<file path="src/rtl/lcd_block_mover.sv">
// ST7920 128x64 graphics-mode controller: initialises the panel, then redraws the
// full GDRAM frame showing one filled block that four debounced keys move around.
module lcd_block_mover #(
    parameter int CLK_DIV  = 2500,
    parameter int DEB_BITS = 20,
    parameter int BLK_W    = 2,
    parameter int BLK_H    = 16,
    parameter int STEP_X   = 1,
    parameter int STEP_Y   = 4,
    parameter int X_INIT   = 7,
    parameter int Y_INIT   = 24
) (
    input  logic       clk,
    input  logic       rst,
    input  logic [3:0] key_n,
    output logic       rs,
    output logic       rw,
    output logic       en,
    output logic [7:0] data,
    output logic       busy
);
    localparam int P    = 2 * CLK_DIV;
    localparam int CW   = (P > 2) ? $clog2(P) : 1;
    localparam int XMAX = 16 - BLK_W;
    localparam int YMAX = 64 - BLK_H;

    typedef enum logic [3:0] {
        RST_WAIT, FN0, MODE, DISP, FN1, ROW_Y, ROW_X, DATA, IDLE
    } state_t;

    typedef enum logic [1:0] {DIR_UP, DIR_DOWN, DIR_LEFT, DIR_RIGHT} dir_t;

    // key_n bit order is {up, down, left, right}
    logic [3:0] press;

    genvar gi;
    generate
        for (gi = 0; gi < 4; gi++) begin : g_key
            logic [1:0]          sync_reg;
            logic [DEB_BITS-1:0] deb_reg;
            logic                at_max_reg;
            logic                at_max;

            assign at_max = &deb_reg;

            always_ff @(posedge clk or negedge rst) begin
                if (!rst) begin
                    sync_reg   <= 2'b11;
                    deb_reg    <= '0;
                    at_max_reg <= 1'b0;
                end else begin
                    sync_reg <= {sync_reg[0], key_n[gi]};
                    if (sync_reg[1])
                        deb_reg <= '0;
                    else if (!at_max)
                        deb_reg <= deb_reg + 1'b1;
                    at_max_reg <= at_max;
                end
            end

            // Single event per press: rising edge of the saturated condition.
            assign press[gi] = at_max & ~at_max_reg;
        end
    endgenerate

    dir_t win_dir;

    always_comb begin
        win_dir = DIR_RIGHT;
        if (press[3])
            win_dir = DIR_UP;
        else if (press[2])
            win_dir = DIR_DOWN;
        else if (press[1])
            win_dir = DIR_LEFT;
    end

    state_t        state_reg, state_next;
    logic [CW-1:0] cnt_reg;
    logic [5:0]    r_reg, r_next;
    logic [3:0]    c_reg, c_next;
    logic [3:0]    x_reg, x_moved;
    logic [5:0]    y_reg, y_moved;
    logic          pend_reg;
    dir_t          pend_dir_reg;
    logic          apply;
    logic          in_blk;
    logic          step_end;
    logic          rs_reg, en_reg, busy_reg;
    logic [7:0]    data_reg, data_next;
    logic [7:0]    x_ext, y_ext, c_ext, r_ext;

    assign step_end = (cnt_reg == CW'(P - 1));
    assign x_ext    = {4'b0000, x_reg};
    assign y_ext    = {2'b00, y_reg};

    // Wrapping moves keep the whole block on screen instead of splitting it.
    always_comb begin
        x_moved = x_reg;
        y_moved = y_reg;
        case (pend_dir_reg)
            DIR_UP:
                y_moved = (y_ext < 8'(STEP_Y)) ? 6'(YMAX) : 6'(y_ext - 8'(STEP_Y));
            DIR_DOWN:
                y_moved = (y_ext + 8'(STEP_Y) > 8'(YMAX)) ? 6'd0 : 6'(y_ext + 8'(STEP_Y));
            DIR_LEFT:
                x_moved = (x_ext < 8'(STEP_X)) ? 4'(XMAX) : 4'(x_ext - 8'(STEP_X));
            default:
                x_moved = (x_ext + 8'(STEP_X) > 8'(XMAX)) ? 4'd0 : 4'(x_ext + 8'(STEP_X));
        endcase
    end

    // The apply action takes no step of its own: it happens on the boundary
    // into the first ROW_Y of a frame, so positions change only between frames.
    always_comb begin
        state_next = state_reg;
        r_next     = r_reg;
        c_next     = c_reg;
        apply      = 1'b0;
        case (state_reg)
            RST_WAIT: state_next = FN0;
            FN0:      state_next = MODE;
            MODE:     state_next = DISP;
            DISP:     state_next = FN1;
            FN1: begin
                apply      = 1'b1;
                r_next     = '0;
                state_next = ROW_Y;
            end
            ROW_Y:    state_next = ROW_X;
            ROW_X: begin
                c_next     = '0;
                state_next = DATA;
            end
            DATA: begin
                if (c_reg == 4'd15) begin
                    if (r_reg == 6'd63) begin
                        state_next = IDLE;
                    end else begin
                        r_next     = r_reg + 6'd1;
                        state_next = ROW_Y;
                    end
                end else begin
                    c_next = c_reg + 4'd1;
                end
            end
            IDLE: begin
                if (pend_reg) begin
                    apply      = 1'b1;
                    r_next     = '0;
                    state_next = ROW_Y;
                end
            end
            default:  state_next = RST_WAIT;
        endcase

        c_ext  = {4'b0000, c_next};
        r_ext  = {2'b00, r_next};
        in_blk = (c_ext >= x_ext) && (c_ext < x_ext + 8'(BLK_W)) &&
                 (r_ext >= y_ext) && (r_ext < y_ext + 8'(BLK_H));

        case (state_next)
            FN0:     data_next = 8'h30;
            MODE:    data_next = 8'h06;
            DISP:    data_next = 8'h0C;
            FN1:     data_next = 8'h36;
            ROW_Y:   data_next = {3'b100, r_next[4:0]};
            ROW_X:   data_next = {4'b1000, r_next[5], 3'b000};
            DATA:    data_next = in_blk ? 8'hFF : 8'h00;
            default: data_next = data_reg;
        endcase
    end

    always_ff @(posedge clk or negedge rst) begin
        if (!rst) begin
            state_reg    <= RST_WAIT;
            cnt_reg      <= '0;
            r_reg        <= '0;
            c_reg        <= '0;
            x_reg        <= 4'(X_INIT);
            y_reg        <= 6'(Y_INIT);
            pend_reg     <= 1'b0;
            pend_dir_reg <= DIR_UP;
            rs_reg       <= 1'b0;
            en_reg       <= 1'b0;
            data_reg     <= 8'h00;
            busy_reg     <= 1'b0;
        end else begin
            // A fresh event in the apply cycle survives for the next frame.
            if (step_end && apply)
                pend_reg <= 1'b0;
            if (|press) begin
                pend_reg     <= 1'b1;
                pend_dir_reg <= win_dir;
            end

            if (step_end) begin
                cnt_reg   <= '0;
                state_reg <= state_next;
                r_reg     <= r_next;
                c_reg     <= c_next;
                if (apply && pend_reg) begin
                    x_reg <= x_moved;
                    y_reg <= y_moved;
                end
                rs_reg   <= (state_next == DATA);
                data_reg <= data_next;
                busy_reg <= !(state_next inside {RST_WAIT, IDLE});
                en_reg   <= 1'b0;
            end else begin
                cnt_reg <= cnt_reg + CW'(1);
                // Strobe only the second half so data settles before en falls.
                if (cnt_reg == CW'(CLK_DIV - 1) && !(state_reg inside {RST_WAIT, IDLE}))
                    en_reg <= 1'b1;
            end
        end
    end

    assign rs   = rs_reg;
    assign rw   = 1'b0;
    assign en   = en_reg;
    assign data = data_reg;
    assign busy = busy_reg;

endmodule

</file>
<file path="config.mk">
export PLATFORM = sky130hd
export DESIGN_NAME = lcd_block_mover
export DESIGN_NICKNAME = d
export VERILOG_FILES = /design/src/rtl/lcd_block_mover.sv
export SDC_FILE = /design/constraint.sdc
export NUM_CORES = 1
export LEC_CHECK = 0
export CORE_MARGIN = 1.5
export CORE_UTILIZATION = 35
export CTS_CLUSTER_DIAMETER = 80
export DETAILED_ROUTE_END_ITERATION = 12
export HOLD_SLACK_MARGIN = 0.15
export PLACE_DENSITY = 0.56
export SLEW_MARGIN = 10
export SYNTH_ARGS = -nofsm -noshare
export SYNTH_HDL_FRONTEND = slang
export SYNTH_SLANG_ARGS = --single-unit
</file>
<file path="constraint.sdc">
create_clock -name clk -period 4.5 [get_ports clk]
set_input_delay 0.9 -clock clk [delete_from_list [all_inputs] [get_ports clk]]
set_output_delay 0.9 -clock clk [all_outputs]
set_load 0.01 [all_outputs]
</file>
==> flow_metrics.env, run 1 <==
export IMPL_clockBufferDepth=2
export IMPL_grt_overflow=0
export IMPL_synth_top_area_frac=0.393
export IMPL_synth_most_common_cell="dfrtp_1"
export IMPL_cts_hold_fix_buffers=0
export IMPL_fin_crit_sh=0.773
export IMPL_cell_internal_pwr_uw=2150
export IMPL_synth_mux_area_fraction=0.0327
export IMPL_synth_compound_area_frac=0.160
export IMPL_area_delta_synth_final_pct=13.0
export IMPL_grt_usage=0.150
export IMPL_dpl_hpwl_mm=11.2
export IMPL_p_clk_frac=0.520
export IMPL_synth_edf_count=0
export IMPL_async_reset_ff_frac=1.00
export IMPL_die_h_um=156
export IMPL_num_rows=55
export IMPL_cts_root_buffer="clkbuf_16"
export IMPL_start_kind="register"
export IMPL_end_kind="register"
export IMPL_drc=0
export IMPL_largest_register_ffs=80
export IMPL_critical_path_arrival_ns=3.79
export IMPL_cts_resized=0
export IMPL_fin_tns_setup_ns=0
export IMPL_netlist_area_um2=8160
export IMPL_power_frac_seq=0.462
export IMPL_drv_slew=0
export IMPL_switching_share=0.236
export IMPL_synthAdderAreaFrac=0.0475
export IMPL_setup_ws_ns=1.02
export IMPL_fin_crit_ns=3.48
export IMPL_status="finished, final reports clean"
export IMPL_viasPerCell=5.27
export IMPL_antenna_found_initial=0
export IMPL_synthSimpleGateAreaFrac=0.227
export IMPL_synth_area_leaders="dfrtp_1 39%, ha_1 4.8%, xnor2_1 4.5%, nor2_1 4.3%, dfstp_2 4.2%"
export IMPL_ir_drop_uv=253
export IMPL_syn_inst=859
export IMPL_yosys_area_top_type="dfrtp_1"
export IMPL_p_switching_uw=666
export IMPL_skew_ns=0.00867
export IMPL_synth_common_cells="128 x dfrtp_1, 93 x nor2_1, 65 x nand2_1"
export IMPL_stdcell_area_um2=9220
export IMPL_setup_viol=0
export IMPL_synth_warnings=0
export IMPL_cts_clk_slew_worst_paths_ns=0.07
export IMPL_hold_path_class="register to register"
export IMPL_comb_power_share=0.018
export IMPL_drtPass1Iterations=4
export IMPL_initial_utilization=0.358
export IMPL_tightest_slew_ns=1.01
export IMPL_vias=6273
export IMPL_nets=901
export IMPL_power_leakage_uw=0.00377
export IMPL_yosysUniqueCellTypes=85
export IMPL_rsz0062_at_grt="false"
export IMPL_drtIter0Drc=369
export IMPL_gp_congestion=0.842
export IMPL_ys_ff_latch=141
export IMPL_ys_seq_area_frac=0.434
export IMPL_wl_per_cell_um=14.3
export IMPL_timing_hold_violations_final=0
export IMPL_worstSetupPathType="register to register"
export IMPL_fin_util=0.405
export IMPL_ioPinCount=18
export IMPL_cts_setup_buffers=0
export IMPL_drtAntennaViolNets=0
export IMPL_power_density_nw_per_um2=306
export IMPL_clk_latency_ns=0.43
export IMPL_die_area_um2=24200
export IMPL_critPathMaxFanout=8
export IMPL_cts_tree="yes"
export IMPL_synth_top_family_by_area="simple AND/OR/NAND/NOR gates"
export IMPL_n_antenna_cell=0
export IMPL_synth_nets=896
export IMPL_wl_mm=17.0
export IMPL_synth_area_per_cell_um2=9.50
export IMPL_grt_pass1_vias=5983
export IMPL_htreeDepth=4
export IMPL_grt_max_degree=97
export IMPL_fp_coreArea_um2=22800
export IMPL_dieWidth_um=156
export IMPL_cts_made_buffers=17
export IMPL_placed_area_um2=8610
export IMPL_io_buffers=16
export IMPL_yosys_area_share_xor_xnor=0.0623
export IMPL_fmax_ghz=0.288
export IMPL_drive_gt1_frac=0.101
export IMPL_cap_violations=0
export IMPL_ys_flop_type="dfrtp_1"
export IMPL_crit_required_ns=4.82
export IMPL_relSlewSlack=0.321
export IMPL_grt_pass1_wl_mm=29.6
export IMPL_p_total_uw=2820
export IMPL_place_ws_ns=1.05
export IMPL_n_fill_cell=2257
export IMPL_cts_sinks=141
-- cell usage in the layout (no fill, tap or decap), types with 7 or more instances in the layout --
master / synthesis / final
nand4_1: 16 / 16
clkdlybuf4s50_1: 0 / 15
inv_1: 32 / 32
nand2b_1: 9 / 9
nand3_1: 40 / 40
and3_1: 12 / 12
nor2b_1: 10 / 10
nor3_1: 22 / 22
a21oi_1: 49 / 49
mux2i_1: 15 / 15
xor2_1: 16 / 16
dfrtp_1: 128 / 128
clkbuf_16: 0 / 17
nor2_1: 93 / 93
and2_1: 7 / 7
o21ai_0: 29 / 29
dfstp_2: 13 / 13
a211oi_1: 18 / 18
nor4_1: 11 / 11
buf_4: 3 / 7
a22o_1: 7 / 7
o31ai_1: 8 / 8
and4_1: 9 / 9
ha_1: 31 / 31
a31oi_1: 14 / 14
mux2_2: 8 / 8
nand2_1: 65 / 65
xnor2_1: 42 / 42
or3_1: 9 / 9
-- cells by family after synthesis --
family,count (synthesis)
and+or+nand+nor,346
AOI/OAI and AO/OA,187
DFF,141
buffers and inverters,70
xor gates and xnor gates,58
adders and majority gates,31
muxes,25
other,1
-- area by class of cell --
cell class	instances	area [um2]	share of cell area
multi-input combinational	648	4320	0.469
sequential	141	3540	0.384
clock buffer	18	439	0.0476
tap	313	392	0.0425
timing repair buffer	24	234	0.0254
clock inverter	14	171	0.0186
inverter	32	120	0.0130
-- layer usage --
| metal | routed length [um] | GRT usage | up-vias |
|---|---|---|---|
| met5 | 0 | 0 | - |
| met4 | 306 | 0.0571 | 0 |
| met3 | 464 | 0.0283 | 22 |
| met2 | 7630 | 0.230 | 87 |
| met1 | 8560 | 0.210 | 3023 |
| li1 | - | - | 3141 |
-- final timing paths --
check | from | endpoint | slack (ns) | cells after the start
min reg2reg | g_key[0].sync_reg[0] | g_key[0].sync_reg[1] | 0.36 | 0
max reg2reg | r_reg[0] | data[1] | 1.02 | 13
min in group asynchronous | rst | g_key[0].deb_reg[16] | 0.57 | 1
max in group asynchronous | rst | y_reg[4] | 3.13 | 2
max | r_reg[0] | data[1] | 1.02 | 13
min | g_key[0].sync_reg[0] | g_key[0].sync_reg[1] | 0.36 | 0
-- critical path: stages, from the launching register on --
cell and delay [ns]:
dfrtp_1 0.42, ha_1 0.29, and4_1 0.28, a21oi_1 0.09
buf_4 0.17, a21o_1 0.19, a21bo_2 0.20, o21ai_0 0.08
ha_1 0.25, o21a_1 0.18, o311a_1 0.30, o221ai_1 0.49
o32ai_1 0.20, a22o_1 0.23
-- power groups by stage --
stage	Sequential, uW	Combinational (uW)	Clock (uW)
floorplan	1310	27.2	0
global placement	1330	53.3	0
detailed placement	1330	54.2	0
CTS	1300	54.6	1520
global route	1310	62.3	1580
finish	1300	50.9	1470
-- through the flow --
step	hold WS, ns	cells
after CTS	0.357	1190
final	0.356	1190
after floorplan	0.345	859
after global placement	0.346	1158
after global routing	0.359	1190
after detailed placement	0.347	1158
Power figures use the tool's default switching activity.
==> run 2: changes to the inputs <==
==> constraint.sdc (replaced) <==
create_clock -name clk -period 3.21 [get_ports clk]
set_input_delay 0.642 -clock clk [delete_from_list [all_inputs] [get_ports clk]]
set_output_delay 0.642 -clock clk [all_outputs]
set_load 0.01 [all_outputs]
==> flow_metrics.env, run 2 (same netlist as run 1, synthesis figures left out) <==
export IMPL_status="finished, final reports clean"
export IMPL_power_leakage_uw=0.00387
export IMPL_fin_crit_sh=0.946
export IMPL_start_kind="register"
export IMPL_largest_register_ffs=80
export IMPL_fmax_ghz=0.329
export IMPL_cts_made_buffers=17
export IMPL_n_antenna_cell=0
export IMPL_relSlewSlack=0.369
export IMPL_initial_utilization=0.358
export IMPL_end_kind="register"
export IMPL_clk_latency_ns=0.43
export IMPL_critPathMaxFanout=8
export IMPL_wl_per_cell_um=14.2
export IMPL_p_switching_uw=882
export IMPL_p_clk_frac=0.522
export IMPL_fin_tns_setup_ns=0
export IMPL_power_density_nw_per_um2=424
export IMPL_gp_congestion=0.849
export IMPL_power_frac_seq=0.460
export IMPL_grt_pass1_wl_mm=29.4
export IMPL_critical_path_arrival_ns=3.32
export IMPL_die_h_um=156
export IMPL_cts_tree="yes"
export IMPL_fin_crit_ns=3.04
export IMPL_tightest_slew_ns=0.934
export IMPL_cts_sinks=141
export IMPL_cap_violations=0
export IMPL_drtAntennaViolNets=0
export IMPL_grt_pass1_vias=5955
export IMPL_area_delta_synth_final_pct=15.1
export IMPL_switching_share=0.222
export IMPL_worstSetupPathType="register to register"
export IMPL_cts_root_buffer="clkbuf_16"
export IMPL_io_buffers=16
export IMPL_htreeDepth=4
export IMPL_dpl_hpwl_mm=11.6
export IMPL_antenna_found_initial=0
export IMPL_ioPinCount=18
export IMPL_timing_hold_violations_final=0
export IMPL_clockBufferDepth=2
export IMPL_drc=0
export IMPL_cts_hold_fix_buffers=0
export IMPL_drtIter0Drc=320
export IMPL_vias=6354
export IMPL_crit_chain="nor2b_1 > o21ai_0 > nand2_1 > a21bo_2 > o21ai_0 > ha_1 > o21a_1 > o311a_1 > o221a_2 > a211oi_2 > a22oi_1"
export IMPL_grt_overflow=0
export IMPL_grt_usage=0.150
export IMPL_nets=922
export IMPL_num_rows=55
export IMPL_skew_ns=0.0102
export IMPL_hold_path_class="input pin to asynchronous set/reset pin"
export IMPL_drive_gt1_frac=0.125
export IMPL_place_ws_ns=0.0625
export IMPL_cell_internal_pwr_uw=3100
export IMPL_cp_common_cell="o21ai_0"
export IMPL_drv_slew=0
export IMPL_crit_required_ns=3.50
export IMPL_setup_ws_ns=0.173
export IMPL_dieWidth_um=156
export IMPL_cts_clk_slew_worst_paths_ns=0.06
export IMPL_viasPerCell=5.25
export IMPL_grt_max_degree=62
export IMPL_final_common_cell="dfrtp_1"
export IMPL_cpPeakStageDelay_ns=0.47
export IMPL_ir_drop_uv=374
export IMPL_die_area_um2=24200
export IMPL_final_cell_mix="128 x dfrtp_1, 93 x nor2_1, 65 x nand2_1"
export IMPL_wl_mm=17.2
export IMPL_comb_power_share=0.018
export IMPL_crit_family="compound AO/OA/AOI/OAI gates"
export IMPL_drtPass1Iterations=5
export IMPL_setup_viol=0
export IMPL_rsz0062_at_grt="false"
export IMPL_fp_coreArea_um2=22800
export IMPL_slowest_stage="dfrtp_1"
export IMPL_crit_buf_inv=0
run 2: cell types whose count changed in the layout (fill, tap and decap cells not counted), moves of 2 or more:
cell      previous run  this run
buf_4                7        28
inv_8                3         1
inv_6                6         3
clkinv_2             0         3
run 2: per-stage QoR:
step	instances	util	cell area [um2]	hold slack, ns	power, uW
final	1211	0.412	9390	0.193	3980
after global routing	1211	0.412	9390	0.231	4140
after CTS	1210	0.412	9380	0.209	4040
after detailed placement	1178	0.385	8760	0.347	1940
after global placement	1178	0.385	8760	0.346	1940
after floorplan	859	-	8160	0.345	1880
run 2: final cells by class:
cell class	instances	area, um2
clock buffers	20	457
clock inverters	12	159
fillers	2262	13400
inverters	32	120
multi-input cells	648	4330
flip-flops and latches	141	3540
well taps	313	392
repair buffers	45	392
run 2: final timing paths:
check,endpoint,depth (start not counted),startpoint,slack [ns]
setup / recovery,data[5],11,state_reg[2],0.17
hold / removal,g_key[0].deb_reg[16],1,rst,0.19
setup reg to reg,data[5],11,state_reg[2],0.17
hold reg to reg,g_key[0].sync_reg[1],0,g_key[0].sync_reg[0],0.35
max in group asynchronous,cnt_reg[10],2,rst,2.11
min in group clk,g_key[0].sync_reg[1],0,g_key[0].sync_reg[0],0.35
run 2: metal layers:
layer | part of all wire | global-route usage | vias to the layer above | wire length, um
met1 | 0.51 | 0.207 | 3068 | 8730
met2 | 0.45 | 0.233 | 88 | 7730
met3 | 0.027 | 0.0317 | 18 | 467
li1 | - | - | 3180 | -
met5 | 0 | 0 | - | 0
met4 | 0.014 | 0.0517 | 0 | 247
run 2: power groups by stage:
| stage | clock network [uW] | registers (uW) | logic [uW] |
|---|---|---|---|
| 3_5_place_dp | 0 | 1860 | 77.3 |
| 4_1_cts | 2130 | 1830 | 77.5 |
| 3_3_place_gp | 0 | 1860 | 75.5 |
| 6_report | 2080 | 1830 | 72.7 |
| 5_1_grt | 2220 | 1830 | 87.0 |
| 2_1_floorplan | 0 | 1840 | 38.1 |
run 2: repair_timing:
action                                  CTS  global route
setup buffers                             0             1
hold endpoints to repair                  0             0
endpoints found under the setup margin    0             8
resized for setup                         0             3
